<file path="config.mk">
export PLATFORM = sky130hd
export DESIGN_NAME = ysyx_22040759_lsu
export DESIGN_NICKNAME = d
export VERILOG_FILES = /design/src/rtl/ysyx_22040759_lsu_pkg.sv /design/src/rtl/ysyx_22040759_lsu_align.sv /design/src/rtl/ysyx_22040759_lsu.sv
export SDC_FILE = /design/constraint.sdc
export NUM_CORES = 1
export LEC_CHECK = 0
export ABC_CLOCK_PERIOD_IN_PS = 4200
export CORE_MARGIN = 2
export CORE_UTILIZATION = 50
export CTS_CLUSTER_SIZE = 40
export DETAILED_ROUTE_END_ITERATION = 16
export GPL_TIMING_DRIVEN = 1
export HOLD_SLACK_MARGIN = 0.15
export PLACE_DENSITY = 0.87
export REMOVE_ABC_BUFFERS = 1
export SLEW_MARGIN = 20
export SYNTH_ARGS = -nofsm -noshare
export SYNTH_HDL_FRONTEND = slang
export SYNTH_SLANG_ARGS = --single-unit
</file>
<file path="constraint.sdc">
create_clock -name clk -period 4.2 [get_ports clk]
set_input_delay 1.26 -clock clk [delete_from_list [all_inputs] [get_ports clk]]
set_output_delay 1.26 -clock clk [all_outputs]
set_load 0.02 [all_outputs]
</file>
<file path="src/rtl/ysyx_22040759_lsu_pkg.sv">
// Shared encodings for the ysyx_22040759 load/store unit: access sizes, FSM states, size masks.
package ysyx_22040759_lsu_pkg;

  typedef enum logic [1:0] {
    SZ_B = 2'b00,
    SZ_H = 2'b01,
    SZ_W = 2'b10,
    SZ_D = 2'b11
  } lsu_size_e;

  typedef enum logic [1:0] {
    StIdle,
    StReq,
    StWait,
    StResp
  } lsu_state_e;

  localparam logic [7:0] MaskB = 8'h01;
  localparam logic [7:0] MaskH = 8'h03;
  localparam logic [7:0] MaskW = 8'h0F;
  localparam logic [7:0] MaskD = 8'hFF;

  function automatic logic [7:0] size_mask(lsu_size_e size);
    logic [7:0] mask;
    unique case (size)
      SZ_B: mask = MaskB;
      SZ_H: mask = MaskH;
      SZ_W: mask = MaskW;
      SZ_D: mask = MaskD;
    endcase
    return mask;
  endfunction

  function automatic logic is_misaligned(lsu_size_e size, logic [2:0] off);
    logic mis;
    unique case (size)
      SZ_B: mis = 1'b0;
      SZ_H: mis = off[0];
      SZ_W: mis = |off[1:0];
      SZ_D: mis = |off;
    endcase
    return mis;
  endfunction

endpackage

</file>
<file path="src/rtl/ysyx_22040759_lsu_align.sv">
// Combinational lane logic: store strobe/data shift into the doubleword, load shift and extend.
module ysyx_22040759_lsu_align
  import ysyx_22040759_lsu_pkg::*;
(
  input  lsu_size_e   size,
  input  logic        is_unsigned,
  input  logic [2:0]  off,
  input  logic [63:0] st_data,
  input  logic [63:0] ld_raw,
  output logic [7:0]  st_strb,
  output logic [63:0] st_data_sh,
  output logic [63:0] ld_data
);

  logic [63:0] ld_sh;

  // Shifts truncate naturally, so lanes past the doubleword boundary are dropped.
  always_comb begin
    st_strb    = size_mask(size) << off;
    st_data_sh = st_data << {off, 3'b000};
    ld_sh      = ld_raw >> {off, 3'b000};
    ld_data    = '0;
    unique case (size)
      SZ_B: ld_data = {{56{ld_sh[7] & ~is_unsigned}}, ld_sh[7:0]};
      SZ_H: ld_data = {{48{ld_sh[15] & ~is_unsigned}}, ld_sh[15:0]};
      SZ_W: ld_data = {{32{ld_sh[31] & ~is_unsigned}}, ld_sh[31:0]};
      SZ_D: ld_data = ld_sh;
    endcase
  end

endmodule

</file>
<file path="src/rtl/ysyx_22040759_lsu.sv">
// Load/store unit: one registered request, valid/ready doubleword bus access with timeout.
// Optional misalignment trap enabled by defining YSYX_22040759_LSU_MISALIGN_CHK_EN.
module ysyx_22040759_lsu
  import ysyx_22040759_lsu_pkg::*;
#(
  parameter int unsigned TIMEOUT = 255,
  parameter int unsigned CNT_W   = 8
) (
  input  logic        clk,
  input  logic        rst,
  input  logic        req_valid,
  output logic        req_ready,
  input  logic        req_wen,
  input  logic [1:0]  req_size,
  input  logic        req_unsigned,
  input  logic [63:0] req_addr,
  input  logic [63:0] req_wdata,
  output logic        resp_valid,
  output logic [63:0] resp_rdata,
  output logic        resp_err,
  output logic        busy,
  output logic        mem_valid,
  input  logic        mem_ready,
  output logic [63:0] mem_addr,
  output logic        mem_wen,
  output logic [7:0]  mem_wstrb,
  output logic [63:0] mem_wdata,
  input  logic        mem_rvalid,
  input  logic [63:0] mem_rdata
);

  lsu_state_e       state_q, state_d;
  logic [CNT_W-1:0] cnt_q, cnt_d;
  logic             err_q, err_d;
  logic [63:0]      rdata_q, rdata_d;
  logic [63:0]      addr_q, wdata_q;
  logic             wen_q, uns_q;
  lsu_size_e        size_q;

  logic        accept, timeout_hit;
  logic [7:0]  st_strb;
  logic [63:0] st_data_sh, ld_data;

  assign accept      = req_valid & (state_q == StIdle);
  assign timeout_hit = (cnt_q == CNT_W'(TIMEOUT - 1));

  ysyx_22040759_lsu_align u_align (
    .size        (size_q),
    .is_unsigned (uns_q),
    .off         (addr_q[2:0]),
    .st_data     (wdata_q),
    .ld_raw      (mem_rdata),
    .st_strb     (st_strb),
    .st_data_sh  (st_data_sh),
    .ld_data     (ld_data)
  );

  always_comb begin
    state_d = state_q;
    cnt_d   = '0;
    err_d   = err_q;
    rdata_d = rdata_q;
    unique case (state_q)
      StIdle: begin
        if (accept) begin
          state_d = StReq;
          err_d   = 1'b0;
          rdata_d = '0;
`ifdef YSYX_22040759_LSU_MISALIGN_CHK_EN
          if (is_misaligned(lsu_size_e'(req_size), req_addr[2:0])) begin
            state_d = StResp;
            err_d   = 1'b1;
          end
`endif
        end
      end
      StReq: begin
        cnt_d = cnt_q + 1'b1;
        if (mem_ready && mem_rvalid) begin
          state_d = StResp;
          rdata_d = wen_q ? '0 : ld_data;
        end else if (timeout_hit) begin
          state_d = StResp;
          err_d   = 1'b1;
        end else if (mem_ready) begin
          state_d = StWait;
        end
      end
      StWait: begin
        cnt_d = cnt_q + 1'b1;
        if (mem_rvalid) begin
          state_d = StResp;
          rdata_d = wen_q ? '0 : ld_data;
        end else if (timeout_hit) begin
          state_d = StResp;
          err_d   = 1'b1;
        end
      end
      StResp: state_d = StIdle;
    endcase
  end

  always_ff @(posedge clk) begin
    if (!rst) begin
      state_q <= StIdle;
      cnt_q   <= '0;
      err_q   <= 1'b0;
      rdata_q <= '0;
      addr_q  <= '0;
      wdata_q <= '0;
      wen_q   <= 1'b0;
      uns_q   <= 1'b0;
      size_q  <= SZ_B;
    end else begin
      state_q <= state_d;
      cnt_q   <= cnt_d;
      err_q   <= err_d;
      rdata_q <= rdata_d;
      if (accept) begin
        addr_q  <= req_addr;
        wdata_q <= req_wdata;
        wen_q   <= req_wen;
        uns_q   <= req_unsigned;
        size_q  <= lsu_size_e'(req_size);
      end
    end
  end

  assign req_ready  = (state_q == StIdle);
  assign busy       = (state_q != StIdle) | req_valid;
  assign resp_valid = (state_q == StResp);
  assign resp_err   = resp_valid & err_q;
  assign resp_rdata = rdata_q;

  // Bus fields are gated so they read as zero whenever no request is presented.
  assign mem_valid = (state_q == StReq);
  assign mem_addr  = mem_valid ? {addr_q[63:3], 3'b000} : '0;
  assign mem_wen   = mem_valid & wen_q;
  assign mem_wstrb = mem_valid ? st_strb : '0;
  assign mem_wdata = mem_valid ? st_data_sh : '0;

endmodule

</file>
# Word level (Yosys, flattened, before mapping)
# Index checks and enable logic that the tools add are counted.
# totals
reg_bits	207
inputBits	201
output_inout_bits	206
elab_cells	67
# classes
n_addsub	1
eq_ne	14
n_shift	3
muxes	22
n_bitwise	8
n_reduce_logical	10
# op_table
operator	n
$mux 64	6
$pmux 64 s4	1
$pmux 64 s3	1
$shl 64x6->64	1
$shr 64x6->64	1
$pmux 8 s4	1
$mux 2	6
$add 8x1->8 const B	1
$eq 2x2->1 const B	4
$eq 8x8->1 const B	1
$mux 8	1
$pmux 2 s4	1
$reduce_and 4->1	2
$shl 8x3->8	1
$and 1x1->1	6
$ne 2x2->1 const B	3
$eq 2x1->1 const B	2
$logic_not 2->1	2
$mux 1	4
$ne 2x1->1 const B	2
$ne 4x1->1 const B	1
$ne 3x3->1 const B	1
$pmux 1 s3	1
$reduce_and 3->1	1
7 further kinds	7

# Depth between registers and ports, before layout
# depth
word_depth	6
ltp_mapped	9
depth_no_buf	7

# By module
# Synthesis repeated with hierarchy kept, for this count alone.
# hier_totals
hier_cells	1649
hier_area_um2	13259.0
# modules_own_cells
mod	n_inst	cells_each	area_per_inst_um2	seq_area_each_um2
ysyx_22040759_lsu	1	1098	9068.7	4144.0
ysyx_22040759_lsu_align	1	551	4190.3	0.0

# Worst setup path after synthesis
# No wires, ideal clock.
# synth_path
path_type	register to output
startpoint	reg addr_q[0]
endpoint	out mem_wstrb[6]
arrival_time_ps	2557
required_time_ps	2940
setup_slack_ps	383
path_stages_with_launch	8
path_buffers	5
cell_sequence	dfxtp_1 -> buf_2 -> buf_4 -> buf_4 -> buf_2 -> buf_2 -> a211oi_1 -> a2111oi_0
# synth_between
elab_chain_len	2
# synth_rtl
item	line_no	source
start, declared	ysyx_22040759_lsu.sv:36	logic [63:0] addr_q, wdata_q;
start signal, assigned	ysyx_22040759_lsu.sv:120	addr_q <= req_addr;
$shl 8x3->8	ysyx_22040759_lsu_align.sv:19	st_strb = size_mask(size) << off;
$mux 8	ysyx_22040759_lsu.sv:139	assign mem_wstrb = mem_valid ? st_strb : '0;
end, declared	ysyx_22040759_lsu.sv:26	output logic [7:0] mem_wstrb,
# No other way between the ends.

# Final worst setup path
# layout_path
startpoint	reg state_q[1]
endpoint	out mem_wdata[6]
# layout_between
elab_chain_len	2
# layout_rtl
item	line_no	source
start, declared	ysyx_22040759_lsu.sv:32	lsu_state_e state_q, state_d;
start signal, assigned	ysyx_22040759_lsu.sv:105	state_q <= StIdle;
start signal, assigned	ysyx_22040759_lsu.sv:115	state_q <= state_d;
$eq 2x1->1	ysyx_22040759_lsu.sv:136	assign mem_valid = (state_q == StReq);
$mux 64	ysyx_22040759_lsu.sv:140	assign mem_wdata = mem_valid ? st_data_sh : '0;
end, declared	ysyx_22040759_lsu.sv:27	output logic [63:0] mem_wdata,
# No other way between the ends.

==> flow_summary_export.csv <==
group,metric,value,unit
status,status,"finished, final reports clean",
global_routing,grt_overflow,0,
logic_synthesis,async_flop_share,0,%
min_path,hold_class,"register to register",
logic_synthesis,synth-edff-count,0,
clock_tree,cts_tree,"yes",
sta,setup_ws,0.0843,ns
power_and_ir_drop,totalPowerFinal,9260,µW
logic_synthesis,yosys.area.top_type,"dfxtp_1",
power_and_ir_drop,power_frac_clock,23.2,%
sta,hold_viol,0,
logic_synthesis,ys_warn_count,0,
sta,fmax,243,MHz
global_routing,grt_pass1_vias,12221,
floorplanning,io_pins,407,
route,postRouteAntennaNets,0,
logic_synthesis,ys_seq_elements,207,
job,cap_violations,0,
critical_path,regToRegEndpoint,"resp_rdata[62]",
layout,final_area,0.0170,mm²
logic_synthesis,synth_top_area_share,34.7,%
power_and_ir_drop,p_leak,0.00619,µW
logic_synthesis,synth_cell_types,58,
route,num_vias,12622,
layout,area_growth,42.7,%
critical_path,crit_required,2.94,ns
critical_path,reg2reg_from,"state_q[1]",
placed_design,hpwl,30900,µm
layout,layout-drive-gt1-share,10.8,%
layout,fin_util,72.5,%
logic_synthesis,synth_ff_type,"dfxtp_1",
floorplanning,core_region_area,0.0235,mm²
floorplanning,rows,56,
critical_path,path_depth,7,
clock_tree,cts_sinks,207,
route,first_pass_iters,7,
global_routing,grt_usage,33.8,%
power_and_ir_drop,intPower,5550,µW
placed_design,gp_congestion,0.989,
clock_tree,clk_latency,0.52,ns
critical_path,worstPathArrival,2.86,ns
critical_path,r2r_slack,1.31,ns
global_routing,grt_pass1_wl,66300,µm
critical_path,cp_num_buf_inv,4,
critical_path,cpPeakStageDelay,0.64,ns
sta,setup_violations,0,
power_and_ir_drop,seqPwrFrac,30.5,%
clock_tree,cts_root_buf,"clkbuf_16",
floorplanning,die_h,158,µm
logic_synthesis,synth_top_cells_by_count,"362 x nand2_1, 207 x dfxtp_1, 157 x a21oi_1",
layout,nets,1982,
clock_tree,postCtsHoldBufs,0,
route,drt_wl_total,43800,µm
logic_synthesis,synthTopCellsByArea,"dfxtp_1 35%, nand2_1 11%, mux4_2 9.8%",
sta,max_slew.worst_pin.slew,0.996,ns
critical_path,crit_type,"register to output pin",
route,wire_per_inst,20.8,µm
critical_path,crit_chain,"inv_1 > ha_2 > inv_1 > nor2_2 > buf_4 > and3_1 > clkdlybuf4s50_1",
power_and_ir_drop,vdd_drop_max,0.354,mV
sta,finalCritPeriodShare,98.0,%
route,vias_per_cell,5.98,
critical_path,cp-endpoint,"mem_wdata[6]",
route,drtIter0Drc,901,
logic_synthesis,yosysMostFrequentCell,"nand2_1",
logic_synthesis,avgSynthCellArea,8.32,µm²
critical_path,cpMostUsedCell,"inv_1",
sta,maxSlewViolCount,0,
logic_synthesis,seq_area_frac_synth,34.7,%
critical_path,worst_path_max_delay_cell,"clkdlybuf4s50_1",
clock_tree,clkTransAtPathRegs,0.06,ns
clock_tree,cts_inserted_buffers,23,
global_routing,grt_start_max_net_pins,88,
sta,rsz0062_at_grt,"no",
sta,holdWs,0.447,ns
placed_design,pre_cts_ws,0.277,ns
critical_path,cp_top_family,"buffers and inverters",
logic_synthesis,synthesis.area,0.0119,mm²
sta,relSlewSlack,33.4,%
global_routing,antenna_found_initial,1,
clock_tree,cts.htree.levels,1,
sta,fin_worst_skew,0.0133,ns
floorplanning,die_area,0.0251,mm²
placed_design,dpl_cell_area,0.0162,mm²
logic_synthesis,syn_inst,1434,
floorplanning,initial_utilization,50.8,%
route,drc,0,
placed_design,io_buffers,403,
critical_path,crit_path_start,"state_q[1]",
power_and_ir_drop,switchingPower,3710,µW
power_and_ir_drop,combinationalPowerShare,46.3,%
critical_path,start_kind,"register",
critical_path,crit_fanout,23,
clock_tree,clock_path_buffers,3,
floorplanning,die-width,158,µm
critical_path,r2r_cells,9,
sta,min_period,4.12,ns
power_and_ir_drop,powerDensity,544,mW/mm²
critical_path,cp-end-kind,"output pin",
power_and_ir_drop,swShare,40.1,%
-- how the worst min path moves through the flow --
stage | startpoint | endpoint | slack, ns | depth (start not counted)
floorplan | addr_q[10] | addr_q[10] | 0.43 | 2
global placement | resp_rdata[15] | resp_rdata[15] | 0.44 | 2
detailed placement | addr_q[49] | addr_q[49] | 0.44 | 2
CTS | addr_q[8] | addr_q[8] | 0.45 | 2
global route | addr_q[44] | addr_q[44] | 0.47 | 2
finish | addr_q[8] | addr_q[8] | 0.45 | 2
-- cell usage in the layout (no fill, tap or decap), types with 7 or more instances in the layout --
cell type | netlist | layout
clkdlybuf4s50_1 | 0 | 399
nand2_1 | 362 | 360
dfxtp_1 | 207 | 204
a21oi_1 | 157 | 157
mux2i_1 | 93 | 93
nor2_1 | 86 | 84
and2_1 | 83 | 82
mux4_2 | 52 | 52
buf_4 | 10 | 36
o21ai_0 | 35 | 35
a22oi_2 | 30 | 30
a22oi_1 | 28 | 28
a22o_1 | 23 | 23
clkbuf_16 | 0 | 23
inv_1 | 16 | 16
nand3_1 | 14 | 14
a32oi_1 | 13 | 13
o2bb2ai_1 | 12 | 12
mux2_2 | 10 | 10
and3_1 | 9 | 9
o221ai_1 | 8 | 8
a21o_1 | 7 | 7
clkbuf_8 | 0 | 7
-- flip-flops by register name (all words and copies together), names as in the netlist --
name / count
cnt_q: 8
resp_rdata: 64
wen_q: 1
wdata_q: 64
state_q: 2
uns_q: 1
err_q: 1
addr_q: 64
size_q: 2
-- per-layer routing --
layer,global-route usage [%],wire (µm),part of all wire [%]
met1,40.1,16000,36
met2,56.9,21200,48
met3,9.42,4560,10
met4,16.0,2090,4.8
met5,0,0,0
-- power by group through the flow --
| stage | combinational [µW] | sequential, µW | clock, µW |
|---|---|---|---|
| 6_report | 4290 | 2820 | 2150 |
| 3_5_place_dp | 4200 | 2840 | 0 |
| 3_3_place_gp | 4130 | 2820 | 0 |
| 2_1_floorplan | 2200 | 3090 | 0 |
| 5_1_grt | 4580 | 2860 | 2250 |
| 4_1_cts | 4230 | 2800 | 2170 |
-- layout make-up --
class | count | area [µm²]
Fill cell | 1760 | 6450
Antenna cell | 2 | 5.00
Sequential cell | 207 | 4150
Clock inverter | 6 | 110
Inverter | 18 | 70.1
Multi-Input combinational cell | 1083 | 7190
Timing Repair Buffer | 442 | 4400
Tap cell | 319 | 399
Clock buffer | 35 | 691
-- timing repair --
action,in CTS,in global routing
buffers inserted,0,0
resized for setup,0,3
setup endpoints to repair,0,12
-- cell families (layout without fill, tap and decap cells) --
group | count (synthesis) | count (layout) | share of synthesized area, %
xor gates and xnor gates | 6 | 6 | 0.440
and+or+nand+nor | 578 | 578 | 21.0
AOI/OAI and AO/OA | 335 | 335 | 19.2
buffers and inverters | 146 | 501 | 5.35
other | 1 | 5 | 0.0314
muxes | 155 | 155 | 18.6
DFF | 207 | 207 | 34.7
adders and majority gates | 6 | 6 | 0.629
-- worst min-delay path, stage by stage (launching register included) --
cell and delay, ns:
dfxtp_1 0.30, nand2_1 0.05, a21oi_1 0.05
-- through the flow --
stage / setup TNS [ns] / cells
2_1_floorplan: -306.70 / 1308
3_3_place_gp: 0 / 2068
3_5_place_dp: 0 / 2068
4_1_cts: 0 / 2109
5_1_grt: 0 / 2111
6_report: 0 / 2112
Note: power is estimated with default switching activity, not from simulation.
